`src/rtl/sw_db_pkg.sv`:
```
// Shared types and defaults for the slide-switch debouncer.
package sw_db_pkg;

  typedef enum logic [1:0] {ZERO, WAIT1, ONE, WAIT0} db_state_t;

  localparam int DB_CYCLES_DEF = 2_000_000;

endpackage

```
`src/rtl/sw_db_bit.sv`:
```
// Single-bit conditioner: 2-FF synchronizer, debounce FSM and hold counter.
// Emits the committed level plus one-cycle rise/fall commit strobes.
module sw_db_bit
  import sw_db_pkg::*;
#(
  parameter int DB_CYCLES = DB_CYCLES_DEF
) (
  input  logic clk,
  input  logic reset,
  input  logic raw,
  output logic level,
  output logic rise,
  output logic fall
);

  localparam int CW = $clog2(DB_CYCLES + 1);

  logic [1:0]    sync;
  logic          s;
  db_state_t     state, state_nxt;
  logic [CW-1:0] cnt, cnt_nxt;
  logic          level_nxt, rise_nxt, fall_nxt;

  assign s = sync[1];

  always_ff @(posedge clk) begin
    if (reset) begin
      sync  <= '0;
      state <= ZERO;
      cnt   <= '0;
      level <= 1'b0;
      rise  <= 1'b0;
      fall  <= 1'b0;
    end else begin
      sync  <= {sync[0], raw};
      state <= state_nxt;
      cnt   <= cnt_nxt;
      level <= level_nxt;
      rise  <= rise_nxt;
      fall  <= fall_nxt;
    end
  end

  // Counter is reloaded on every WAIT entry, so a bounce back simply leaves it stale.
  always_comb begin
    state_nxt = state;
    cnt_nxt   = cnt;
    level_nxt = level;
    rise_nxt  = 1'b0;
    fall_nxt  = 1'b0;
    unique case (state)
      ZERO: if (s) begin
        state_nxt = WAIT1;
        cnt_nxt   = CW'(DB_CYCLES - 1);
      end
      WAIT1: begin
        if (!s) begin
          state_nxt = ZERO;
        end else if (cnt == '0) begin
          state_nxt = ONE;
          level_nxt = 1'b1;
          rise_nxt  = 1'b1;
        end else begin
          cnt_nxt = cnt - CW'(1);
        end
      end
      ONE: if (!s) begin
        state_nxt = WAIT0;
        cnt_nxt   = CW'(DB_CYCLES - 1);
      end
      WAIT0: begin
        if (s) begin
          state_nxt = ONE;
        end else if (cnt == '0) begin
          state_nxt = ZERO;
          level_nxt = 1'b0;
          fall_nxt  = 1'b1;
        end else begin
          cnt_nxt = cnt - CW'(1);
        end
      end
      default: state_nxt = ZERO;
    endcase
  end

endmodule

```
`src/rtl/sw_debounce.sv`:
```
// W-bit slide-switch debouncer feeding the decoder's a/en inputs.
// Define SW_DB_EDGE_EN to expose per-bit sw_rise/sw_fall commit strobes.
module sw_debounce
  import sw_db_pkg::*;
#(
  parameter int W         = 4,
  parameter int DB_CYCLES = DB_CYCLES_DEF
) (
  input  logic         clk,
  input  logic         reset,
  input  logic [W-1:0] sw_raw,
  output logic [W-1:0] sw_db,
  output logic         sw_chg
`ifdef SW_DB_EDGE_EN
  ,
  output logic [W-1:0] sw_rise,
  output logic [W-1:0] sw_fall
`endif
);

  logic [W-1:0] rise_w, fall_w;

  for (genvar g = 0; g < W; g++) begin : g_bit
    sw_db_bit #(.DB_CYCLES(DB_CYCLES)) u_bit (
      .clk   (clk),
      .reset (reset),
      .raw   (sw_raw[g]),
      .level (sw_db[g]),
      .rise  (rise_w[g]),
      .fall  (fall_w[g])
    );
  end

  // Strobes are already registered, so the OR lands on the same edge as sw_db.
  assign sw_chg = |(rise_w | fall_w);

`ifdef SW_DB_EDGE_EN
  assign sw_rise = rise_w;
  assign sw_fall = fall_w;
`endif

endmodule

```
`config.mk`:
```
export PLATFORM = sky130hd
export DESIGN_NAME = sw_debounce
export DESIGN_NICKNAME = d
export VERILOG_FILES = /design/src/rtl/sw_db_pkg.sv /design/src/rtl/sw_db_bit.sv /design/src/rtl/sw_debounce.sv
export SDC_FILE = /design/constraint.sdc
export NUM_CORES = 1
export LEC_CHECK = 0
export BUFFER_PORTS_ARGS = -buffer_cell sky130_fd_sc_hd__buf_4
export CORE_UTILIZATION = 62
export DETAILED_ROUTE_END_ITERATION = 10
export GPL_TIMING_DRIVEN = 0
export PLACE_DENSITY = 0.79
export REMOVE_ABC_BUFFERS = 1
export SYNTH_ARGS = -nofsm -noshare
export SYNTH_HDL_FRONTEND = slang
export SYNTH_HIERARCHICAL = 1
export SYNTH_SLANG_ARGS = --single-unit
```
`constraint.sdc`:
```
create_clock -name clk -period 3.1 [get_ports clk]
set_input_delay 0.31 -clock clk [delete_from_list [all_inputs] [get_ports clk]]
set_output_delay 0.31 -clock clk [all_outputs]
set_load 0.005 [all_outputs]
```
Word level (Yosys, flattened, before mapping)
Index checks and enable logic that the tools add are counted.
{ "word_totals": {"mem_bits_ro": 0, "out_inout_bits": 5, "mem_count": 0, "in_bits": 6, "latch_bits": 0, "ram_bits": 0, "ff_bits": 112} }
{ "op_classes": {"addsub": 4, "n_eq_ne": 44, "n_bitwise": 13, "div": 0, "n_shift": 0, "muxes": 76, "mul": 0, "magnitude_cmp": 0, "n_reduce_logical": 33} }
{ "ops": {"columns": ["cell", "count"], "rows": [
  ["two-way mux 21 bit", 20],
  ["case mux 21 bit (4 select lines)", 4],
  ["logical NOT 21 bit", 4],
  ["subtractor 21 x 1 -> 21 bit, second input constant", 4],
  ["two-way mux 2 bit", 24],
  ["!= test 2 x 1 -> 1 bit, second input constant", 16],
  ["case mux 2 bit (4 select lines)", 4],
  ["AND reduction 4 bit", 8],
  ["OR reduction 3 bit", 8],
  ["two-way mux 1 bit", 20],
  ["AND reduction 5 bit", 4],
  ["equality test 2 bit, second input constant", 8],
  ["!= test 2 bit, second input constant", 8],
  ["!= test 3 x 1 -> 1 bit, second input constant", 4],
  ["!= test 3 bit, second input constant", 4],
  ["inverter 1 bit", 12],
  ["equality test 2 x 1 -> 1 bit, second input constant", 4],
  ["logical NOT 2 bit", 4],
  ["case mux 1 bit (2 select lines)", 4],
  ["nonzero test 2 bit", 4],
  ["bitwise OR 4 bit", 1],
  ["OR reduction 4 bit", 1]
]} }

Longest topological paths before layout
{ "depth": {"word_depth": 4, "mapped_depth": 8, "mapped_depth_nobuf": 7} }

By module
Netlist, hierarchy kept.
{ "modules_own_cells": {"columns": ["module", "area_each_um2", "cells_each", "instances"], "rows": [
  ["sw_db_bit", 1336.3, 153, 4],
  ["sw_debounce", 16.3, 3, 1]
]} }

Worst setup path after synthesis
No wires, ideal clock.
{ "synth_timing": {"kind": "flip-flop to flip-flop", "from": "reg g_bit[0].u_bit.cnt[4]", "to": "reg g_bit[0].u_bit.cnt[19]", "path_buffers": 1, "arrival_ns": 2.477, "setup_time_ns": 0.074, "period_less_slack_ns": 2.552, "stages_incl_launch_ff": 7, "path_slack_ns": 0.548, "path_cell_list": "dfxtp_1 -> or4_1 -> buf_2 -> or4_4 -> or4_4 -> or4_1 -> a31oi_1"} }
{ "synth_via": {"elab_chain_len": 4, "word_cells_on_any_way": 6, "cone_classes": "1 x add/sub; 4 x mux; 1 x reduce/logical"} }
{ "synth_lines": {"columns": ["element", "line", "source"], "rows": [
  ["start, declared", "sw_db_bit.sv:21", "logic [CW-1:0] cnt, cnt_nxt;"],
  ["start signal, assigned", "sw_db_bit.sv:37", "cnt <= cnt_nxt;"],
  ["subtractor 21 x 1 -> 21 bit or logical NOT 21 bit (tied branches)", null, null],
  ["two-way mux 21 bit *", "sw_db_bit.sv:59, sw_db_bit.sv:74", null],
  ["two-way mux 21 bit (on tied branches)", "sw_db_bit.sv:72, sw_db_bit.sv:57", null],
  ["case mux 21 bit (4 select lines) *", "sw_db_bit.sv:51", "unique case (state)"]
]} }
Mark *: on every way between the ends. The rest lies on a longest branch, timed or not. The select of a mux whose other input is x is not followed.
A chain may end at the register's enable or synchronous reset.

Worst setup path in the final report
{ "layout_timing": {"from": "reg g_bit[2].u_bit.cnt[0]", "to": "reg g_bit[2].u_bit.cnt[15]"} }
{ "layout_via": {"elab_chain_len": 4, "word_cells_on_any_way": 6, "cone_classes": "1 x add/sub; 4 x mux; 1 x reduce/logical"} }
{ "layout_lines": {"columns": ["element", "line"], "rows": [
  ["start, declared", "sw_db_bit.sv:21"],
  ["start signal, assigned", "sw_db_bit.sv:37"],
  ["subtractor 21 x 1 -> 21 bit or logical NOT 21 bit (tied branches)", null],
  ["two-way mux 21 bit *", "sw_db_bit.sv:59, sw_db_bit.sv:74"],
  ["two-way mux 21 bit (on tied branches)", "sw_db_bit.sv:72, sw_db_bit.sv:57"],
  ["case mux 21 bit (4 select lines) *", "sw_db_bit.sv:51"]
]} }
Marked as above.

==> flow_metrics.py <==
metrics = {
    "layout": {
        "final_nets": 614,
        "layout-drive-gt1-share_pct": 14.2,
        "antennaDiodeCount": 0,
        "fin_area_um2": 5700,
        "area_growth_syn_to_layout_pct": 6.32,
        "fin_cells": 710,
        "fill_cells": 675,
    },
    "synthesis": {
        "syn_area_um2": 5360,
        "ys_types": 36,
        "synth_area_leaders": "dfxtp_1 (42%), xor2_1 (5.2%), xnor2_1 (3.9%), a21oi_1 (3.7%), nor2_1 (3.4%)",
        "synth-main-ff-cell": "dfxtp_1",
        "yosys.area.top_type": "dfxtp_1",
        "ys.warnings.count": 6,
        "yosysMostFrequentCell": "dfxtp_1",
        "synth_edf_count": 0,
        "syn-mean-instance-area_um2": 8.72,
        "ys_seq_elements": 112,
        "netlist.area_leader.share_pct": 41.8,
        "yosysSeqAreaShare_pct": 41.8,
        "synth_commonest_cells": "dfxtp_1 (112), nor2_1 (48), a21oi_1 (40), xor2_1 (32), nand2_1 (29)",
        "async_flop_share_pct": 0,
        "synthCells": 615,
    },
    "sta": {
        "hold_violations": 0,
        "rsz0062_at_grt": "no",
        "relSlewSlack_pct": 44.2,
        "whs_ns": 0.154,
        "finalCriticalPeriod_ns": 2.87,
        "skew_ns": 0.00765,
        "worst_pin_slew_ns": 0.837,
        "fin_crit_sh_pct": 92.7,
        "tns_ns": 0,
        "finalSetupViolations": 0,
        "fmax_mhz": 348,
        "maxSlewViolCount": 0,
    },
    "placed_design": {
        "place_inst": 694,
        "placed_area_um2": 5430,
        "portBuffers": 10,
        "dp_hpwl_um": 6480,
        "routabilityCongestion": 0.817,
    },
    "clock_tree": {
        "numClockSinks": 112,
        "clk_latency_ns": 0.36,
        "clk_path_buf_depth": 2,
        "ctsRootBufferMaster": "clkbuf_8",
        "cts_tree": "done",
        "numCtsBuffers": 9,
        "postCtsSetupBuffers": 0,
        "path_clk_slew_ns": 0.10,
        "hold_buffers": 0,
        "h-tree-depth": 3,
    },
    "worst_setup_path": {
        "worstSetupEndpointType": "register",
        "r2r_start": "g_bit[2].u_bit/cnt[0]$_SDFFE_PP0P_",
        "worst-path-buf-inv": 1,
        "cp_cell_sequence": "inv_1, ha_1, or4bb_1, or4_1, o21ai_2, or4_2, a31oi_1",
        "cp_top_family": "simple AND/OR/NAND/NOR gates",
        "critical-path-max-stage-delay_ns": 0.77,
        "worstPathArrival_ns": 3.09,
        "path_class": "register to register",
        "crit_fanout": 15,
        "startpoint_type": "register",
        "critical_path_required_ns": 3.32,
        "crit_path_top_delay_cell": "or4_1",
        "startpoint": "g_bit[2].u_bit/cnt[0]$_SDFFE_PP0P_",
    },
    "routing": {
        "drt_drc_violations_left": 0,
        "drt-initial-drc-count": 148,
        "first_pass_iters": 5,
        "via_per_inst": 6.05,
        "finalWirelength_um": 10000,
        "drt-wirelength-per-cell_um": 14.1,
        "vias": 4298,
        "ant_nets": 0,
    },
    "power_and_ir_drop": {
        "seq_power_share_pct": 50.3,
        "p_total_mw": 3.22,
        "switching_share_pct": 27.7,
        "powerDensity_nw_per_um2": 564,
        "ir_drop_mv": 0.380,
        "pwr-share-clk_pct": 32.0,
        "switchingPower_mw": 0.890,
        "combPwrFrac_pct": 17.7,
        "p_int_mw": 2.33,
        "leakagePower_nw": 2.05,
    },
    "floorplanning": {
        "design.die.area_um2": 9020,
        "pin_count": 11,
        "initial_core_util_pct": 64.6,
        "die_w_um": 95.0,
        "placementRows": 33,
        "fp.dieH_um": 95.0,
        "coreArea_um2": 8300,
    },
    "grt": {
        "grt_max_degree": 85,
        "grt_usage_pct": 23.9,
        "grt_pass1_wl_um": 17500,
        "antenna_found_initial": 0,
        "overflow": 0,
        "grt_pass1_vias": 3992,
    },
    "min_path": {
        "hold_class": "input pin to register",
        "worstHoldStart": "sw_raw[0]",
    },
    "run": {
        "max_cap_violations": 0,
    },
    "run_status": {
        "status": "complete, no violations",
    },
}
==> area by class of cell <==
class,instances,area (um^2),share of cell area (%)
Tap cell,105,131,2.30
Clock inverter,7,119,2.09
Timing Repair Buffer,10,75.1,1.32
Sequential cell,112,2240,39.3
Inverter,16,60.1,1.05
Clock buffer,9,124,2.17
Multi-Input combinational cell,451,2950,51.7
==> cell families after synthesis <==
logic type	count (synthesis)	share of synthesized area, %
AOI/OAI and AO/OA	120	13.4
xor gates and xnor gates	56	9.15
adders and majority gates	8	1.87
buffers and inverters	52	3.73
DFF	112	41.8
muxes	4	0.840
and+or+nand+nor	263	29.1
==> through the flow <==
step	utilization (%)	setup WS (ns)
floorplan	-	0.426
global placement	65.4	0.0566
detailed placement	65.4	-0.0516
CTS	68.5	0.217
global route	68.7	0.0543
finish	68.7	0.227
==> sequential cells by signal, summed over array words and instances, names as in the netlist, named ones only <==
name               count
g_bit.u_bit/level      4
g_bit.u_bit/fall       4
g_bit.u_bit/state      4
g_bit.u_bit/rise       4
g_bit.u_bit/cnt       84
g_bit.u_bit/sync       8
==> cells in the final DEF, fill, tap and decap left out, types with 8 or more instances in the layout <==
cell type	n
or2_2	20
nand3_1	12
ha_1	8
xor2_1	32
nor3_1	28
nor4b_1	12
o31ai_1	8
clkbuf_8	9
nor2b_1	8
or3_1	16
buf_4	10
a31oi_1	16
nand2_1	29
nand2b_1	12
inv_1	16
dfxtp_1	112
nor2_1	48
nor4_1	22
or3_2	8
or4_1	24
o21ai_0	28
a21oi_1	40
or4_4	8
xnor2_1	24
or4_2	8
==> routing by layer <==
metal  part of all wire, %  wire length, um  global-route usage [%]  vias up
met5                     0                0                       0        -
met4                   1.2              116                    7.45        0
met3                   2.9              294                    4.43       15
met2                    49             4870                    40.4       65
met1                    47             4730                    30.8     2035
li1                      -                -                       -     2183
==> power groups by stage <==
stage               Clock [mW]  Combinational, mW  Sequential (mW)
floorplan                    0              0.441             1.63
global placement             0              0.536             1.64
detailed placement           0              0.553             1.65
CTS                       1.06              0.563             1.62
global route              1.11              0.640             1.63
finish                    1.03              0.569             1.62
==> path summary, 6_finish.rpt <==
| kind | end | slack (ns) | depth (start not counted) |
|---|---|---|---|
| worst max register to register | g_bit[2].u_bit/cnt[15]$_SDFFE_PP0P_ | 0.23 | 7 |
| worst max-delay path | g_bit[2].u_bit/cnt[15]$_SDFFE_PP0P_ | 0.23 | 7 |
| worst min register to register | g_bit[1].u_bit/sync[1]$_SDFF_PP0_ | 0.45 | 1 |
| worst min-delay path | g_bit[0].u_bit/sync[0]$_SDFF_PP0_ | 0.15 | 2 |
==> timing repair <==
action,4_1_cts,5_1_grt
resized for setup,4,2
pin swaps,0,0
setup endpoints to repair,19,3
No activity file was read; power rests on OpenSTA's default activity.
